==> src/rtl/ps2_cmd_ctrl.sv <==
// PS/2 scan-code command controller.
// Parses make/break/extended prefixes from a PS/2 receiver, tracks a mask of
// six held keys, pulses press_o on new presses and samples the lowest held
// key as a one-hot command once per DIV-cycle tick.
module ps2_cmd_ctrl #(
    parameter int unsigned DIV = 1000000,
    parameter int unsigned TO  = 50000
) (
    input  logic       clk,
    input  logic       rst_n,
    input  logic [7:0] code_i,
    input  logic       code_vld_i,
    output logic [5:0] held_o,
    output logic [5:0] cmd_o,
    output logic       press_o
);

    localparam int unsigned TW  = (DIV > 1) ? $clog2(DIV) : 1;
    localparam int unsigned TOW = (TO > 1) ? $clog2(TO) : 1;

    typedef enum logic [1:0] {
        IDLE,
        BRK,
        EXT,
        EXT_BRK
    } state_t;

    state_t           state_q, state_d;
    logic [5:0]       held_q, held_d;
    logic [5:0]       cmd_q, cmd_d;
    logic             press_q, press_d;
    logic [TW-1:0]    tick_cnt_q, tick_cnt_d;
    logic [TOW-1:0]   to_cnt_q, to_cnt_d;
    logic             tick;
    logic             to_expire;
    logic             key_hit;
    logic [5:0]       key_bit;
    logic             found;

    // Translate the incoming byte into its held-mask bit, if it is a tracked key.
    always_comb begin
        key_hit = 1'b0;
        key_bit = '0;
        case (code_i)
            8'h24: begin key_hit = 1'b1; key_bit = 6'b000001; end
            8'h4B: begin key_hit = 1'b1; key_bit = 6'b000010; end
            8'h2D: begin key_hit = 1'b1; key_bit = 6'b000100; end
            8'h5A: begin key_hit = 1'b1; key_bit = 6'b001000; end
            8'h23: begin key_hit = 1'b1; key_bit = 6'b010000; end
            8'h1D: begin key_hit = 1'b1; key_bit = 6'b100000; end
            default: begin key_hit = 1'b0; key_bit = '0; end
        endcase
    end

    // Free-running tick counter and prefix timeout counter.
    always_comb begin
        tick       = (tick_cnt_q == TW'(DIV - 1));
        tick_cnt_d = tick ? '0 : tick_cnt_q + TW'(1);
        to_expire  = (state_q != IDLE) && !code_vld_i && (to_cnt_q == TOW'(TO - 1));
        if (code_vld_i || (state_q == IDLE) || to_expire) begin
            to_cnt_d = '0;
        end else begin
            to_cnt_d = to_cnt_q + TOW'(1);
        end
    end

    // Prefix FSM and held-mask update; 0x00/0xFF resets everything from any state.
    always_comb begin
        state_d = state_q;
        held_d  = held_q;
        if (code_vld_i) begin
            if ((code_i == 8'h00) || (code_i == 8'hFF)) begin
                state_d = IDLE;
                held_d  = '0;
            end else begin
                case (state_q)
                    IDLE: begin
                        if (code_i == 8'hF0) begin
                            state_d = BRK;
                        end else if (code_i == 8'hE0) begin
                            state_d = EXT;
                        end else if (key_hit) begin
                            held_d = held_q | key_bit;
                        end
                    end
                    BRK: begin
                        state_d = IDLE;
                        if (key_hit) begin
                            held_d = held_q & ~key_bit;
                        end
                    end
                    EXT: begin
                        state_d = (code_i == 8'hF0) ? EXT_BRK : IDLE;
                    end
                    EXT_BRK: begin
                        state_d = IDLE;
                    end
                    default: begin
                        state_d = IDLE;
                    end
                endcase
            end
        end else if (to_expire) begin
            state_d = IDLE;
        end
        press_d = |(held_d & ~held_q);
    end

    // On tick, load the lowest-index held key as one-hot; uses the pre-strobe mask.
    always_comb begin
        cmd_d = cmd_q;
        found = 1'b0;
        if (tick) begin
            cmd_d = '0;
            for (int unsigned i = 0; i < 6; i++) begin
                if (!found && held_q[i]) begin
                    cmd_d[i] = 1'b1;
                    found    = 1'b1;
                end
            end
        end
    end

    // State registers with asynchronous active-low reset.
    always_ff @(posedge clk or negedge rst_n) begin
        if (!rst_n) begin
            state_q    <= IDLE;
            held_q     <= '0;
            cmd_q      <= '0;
            press_q    <= 1'b0;
            tick_cnt_q <= '0;
            to_cnt_q   <= '0;
        end else begin
            state_q    <= state_d;
            held_q     <= held_d;
            cmd_q      <= cmd_d;
            press_q    <= press_d;
            tick_cnt_q <= tick_cnt_d;
            to_cnt_q   <= to_cnt_d;
        end
    end

    assign held_o  = held_q;
    assign cmd_o   = cmd_q;
    assign press_o = press_q;

endmodule

==> config.mk <==
export PLATFORM = sky130hd
export DESIGN_NAME = ps2_cmd_ctrl
export DESIGN_NICKNAME = d
export VERILOG_FILES = /design/src/rtl/ps2_cmd_ctrl.sv
export SDC_FILE = /design/constraint.sdc
export NUM_CORES = 1
export LEC_CHECK = 0
export CAP_MARGIN = 20
export CORE_ASPECT_RATIO = 0.8
export CORE_MARGIN = 5
export CORE_UTILIZATION = 50
export CTS_BUF_LIST = sky130_fd_sc_hd__clkbuf_2
export DETAILED_ROUTE_END_ITERATION = 10
export GPL_ROUTABILITY_DRIVEN = 0
export PLACE_DENSITY = 0.71
export SYNTH_ARGS = -nofsm -noshare
export SYNTH_HDL_FRONTEND = slang
export SYNTH_SLANG_ARGS = --single-unit
export TNS_END_PERCENT = 20
==> constraint.sdc <==
create_clock -name clk -period 2.44 [get_ports clk]
set_input_delay 0.244 -clock clk [delete_from_list [all_inputs] [get_ports clk]]
set_output_delay 0.244 -clock clk [all_outputs]
set_load 0.03 [all_outputs]
==> impl_metrics.tcl <==
set metrics [dict create \
    status "completed" \
    synthArstFlopShare 1.000 \
    worst_pin_slew_ns 0.6148 \
    ys_seq_area_frac 0.4793 \
    maxCapViolations 0 \
    grt_max_degree 52 \
    wire_per_inst_um 14.69 \
    cp_slowest_stage_delay_ns 0.73 \
    vias 2057 \
    synth_top_area_frac 0.4793 \
    place_area_um2 2960 \
    overflow 0 \
    fill_cells 454 \
    grt_pass1_wl_um 9266 \
    stdcell_area_um2 3013 \
    cts_setup_buffers 0 \
    netlist_area_um2 2663 \
    fin_cells 359 \
    rsz0062_at_grt "no" \
    clock.fmax_mhz 524.4 \
    p_int_w 0.0009798 \
    die_area_um2 6894 \
    cts.reportedPaths.clkPinSlew_ns 0.25 \
    drt-vias-per-instance 5.730 \
    num_rows 23 \
    ys_seq_elements 51 \
    grt_pass1_vias 1917 \
    syn_nets 278 \
    critPathTopFamily "buffers and inverters" \
    numCtsBuffers 5 \
    fin_crit_sh 0.7815 \
    final_nets 309 \
    crit_slowest_cell "clkdlybuf4s50_1" \
    register_area_um2 1276 \
    r2r_slack_ns 0.55 \
    post_route_cells_drive_above_1_share 0.08754 \
    swShare 0.2533 \
    ctsHoldBuffers 1 \
    yosysUniqueCellTypes 48 \
    io_pins 24 \
    dr.pass1.iters 4 \
    syn_inst 265 \
    finalCriticalPeriod_ns 1.907 \
    cts_sinks 51 \
    antenna_left 0 \
    critical_path_class "reg -> out" \
    diodes 0 \
    max_slew_margin 0.5901 \
    worstPathBufferInverterCount 1 \
    dp_hpwl_um 3876 \
    finalSetupViolations 0 \
    cts.path.max_buffers 2 \
    cp-start-kind "flop" \
    grt_util_met3 0.05095 \
    use_met1 0.2431 \
    die_x_um 91.59 \
    power_density_nw_per_um2 435.5 \
    vdd_ir_drop_max_v 0.0002615 \
    die_height_um 75.27 \
    placed_cells 350 \
    power_frac_comb 0.092 \
    cts_max_level 2 \
    wl_um 5274 \
    area_growth_pct 13.16 \
    seqPwrFrac 0.662 \
    synth_area_leaders "dfrtp_1, xnor2_1, nor2_1" \
    core_um2 5094 \
    cp-end-kind "output pin" \
    path_cells "clkdlybuf4s50_1" \
    drv_slew 0 \
    synth_area_leader_cell "dfrtp_1" \
    cts_root_buf "clkbuf_2" \
    multi_input_area_um2 1314 \
    power.share.clock 0.245 \
    p_leak_nw 1.236 \
    fin_skew_ns 0.03966 \
    cp_max_fo 7 \
    drtIter0Drc 174 \
    cp.arrival_ns 1.66 \
    grtUsageMet2 0.2470 \
    cts_tree "yes" \
    hold_violations 0 \
    cts-resized-gates 0 \
    yosysWarnings 0 \
    start_util 0.5227 \
    hp-class "in -> async" \
    gr-max-usage-layer "met2" \
    drc 0 \
    syn_area_per_cell_um2 10.05 \
    setup_tns_ns 0 \
    numPortBuffers 23 \
    clock_latency_ns 0.42 \
    p_sw_w 0.0003324 \
    synth_edf_count 0 \
    grt_usage 0.1690 \
    synthFlopType "dfrtp_1" \
    antenna_found_initial 0 \
    cp_data_required_time_ns 2.20 \
]
-- per-layer routing --
metal	vias up	share of wire
li1	1037	-
met1	975	0.51
met2	43	0.42
met3	2	0.057
met4	0	0.0055
met5	-	0
-- cells by family after synthesis --
logic type                 Yosys count  synth area share
xor gates and xnor gates            28           0.09210
muxes                                7           0.02773
adders and majority gates            2          0.009397
AOI/OAI and AO/OA                   31           0.07378
buffers and inverters               12           0.02726
and+or+nand+nor                    134            0.2904
DFF                                 51            0.4793
-- synthesized netlist by cell type (2+ instances only) --
cell       n
a21o_1     2
a21oi_1    4
and2_1     2
and3_1     4
and4_1     9
clkbuf_1   3
dfrtp_1   51
ha_1       2
inv_1      6
mux2_2     3
mux2i_1    4
nand2_1   18
nand3_1   18
nand3b_1   2
nand4_1   10
nand4b_1   3
nor2_1    31
nor2_2     2
nor3_1     5
nor3b_1    2
nor4_1     8
nor4b_1    3
o21ai_0   11
o22ai_1    4
o31ai_1    2
o41ai_1    3
or3_1      2
or3b_2     3
or4_1      2
or4b_1     2
xnor2_1   16
xor2_1    12
-- metrics by stage --
stage	hold WS, ns	utilization	total power [W]	setup slack (ns)
3_5_place_dp	0.3841	0.5812	0.001003	0.3050
2_1_floorplan	-0.05159	-	0.0009318	0.7045
3_3_place_gp	0.3864	0.5812	0.001003	0.3782
6_report	0.4128	0.5915	0.001312	0.5331
4_1_cts	0.3960	0.5915	0.001335	0.5052
5_1_grt	0.4063	0.5915	0.001398	0.3934
-- power groups by stage --
stage | sequential (W) | clock, W | combinational, W
2_1_floorplan | 0.000896 | 0 | 0.0000360
3_3_place_gp | 0.000883 | 0 | 0.000119
3_5_place_dp | 0.000883 | 0 | 0.000120
4_1_cts | 0.000869 | 0.000344 | 0.000122
5_1_grt | 0.000873 | 0.000391 | 0.000134
6_report | 0.000869 | 0.000322 | 0.000121
-- area by class of cell --
cell class                      instances  area share
Timing Repair Buffer                   30     0.09302
Sequential cell                        51      0.4236
Clock inverter                          2    0.004153
Clock buffer                            6    0.009967
Tap cell                               62     0.02575
Inverter                                6    0.007475
Multi-Input combinational cell        202      0.4360
-- worst paths after layout --
| path | depth (start not counted) | from | endpoint |
|---|---|---|---|
| max | 1 | held_o[0]$_DFF_PN0_ | held_o[0] |
| min | 3 | rst_n | tick_cnt_q[17]$_DFF_PN0_ |
| max reg2reg | 5 | to_cnt_q[5]$_DFF_PN0_ | to_cnt_q[11]$_DFF_PN0_ |
| min reg2reg | 1 | tick_cnt_q[18]$_DFF_PN0_ | tick_cnt_q[18]$_DFF_PN0_ |
| max in group asynchronous | 3 | rst_n | tick_cnt_q[5]$_DFF_PN0_ |
| min in group clk | 1 | tick_cnt_q[18]$_DFF_PN0_ | tick_cnt_q[18]$_DFF_PN0_ |
-- sequential cells by signal, summed over array words and instances (netlist names) --
register / cells
tick_cnt_q: 20
to_cnt_q: 16
cmd_o: 6
held_o: 6
state_q: 2
press_o: 1
-- layout by cell type (no fill, tap or decap), types with 2 or more instances in the layout --
master / netlist / layout
nand4_1: 10 / 10
mux2i_1: 4 / 4
mux2_2: 3 / 3
nand3_1: 18 / 18
o22ai_1: 4 / 4
o31ai_1: 2 / 2
nor4b_1: 3 / 3
o41ai_1: 3 / 3
clkdlybuf4s50_1: 0 / 22
or4b_1: 2 / 2
a21oi_1: 4 / 4
clkbuf_2: 0 / 6
inv_1: 6 / 6
nor4_1: 8 / 8
buf_4: 1 / 6
or3_1: 2 / 2
xor2_1: 12 / 12
nand3b_1: 2 / 2
nor3b_1: 2 / 2
or4_1: 2 / 2
ha_1: 2 / 2
dfrtp_1: 51 / 51
a21o_1: 2 / 2
nor2_1: 31 / 31
nor2_2: 2 / 2
and4_1: 9 / 9
nand2_1: 18 / 18
o21ai_0: 11 / 11
and3_1: 4 / 4
xnor2_1: 16 / 16
nor3_1: 5 / 5
and2_1: 2 / 2
or3b_2: 3 / 3
nand4b_1: 3 / 3
-- worst reg2reg max path: cells and delay by family (launching register included) --
family | cells | cell delay (ns)
and+or+nand+nor | 4 | 1.09
buffers and inverters | 1 | 0.21
DFF | 1 | 0.50
No activity file was read; power rests on OpenSTA's default activity.
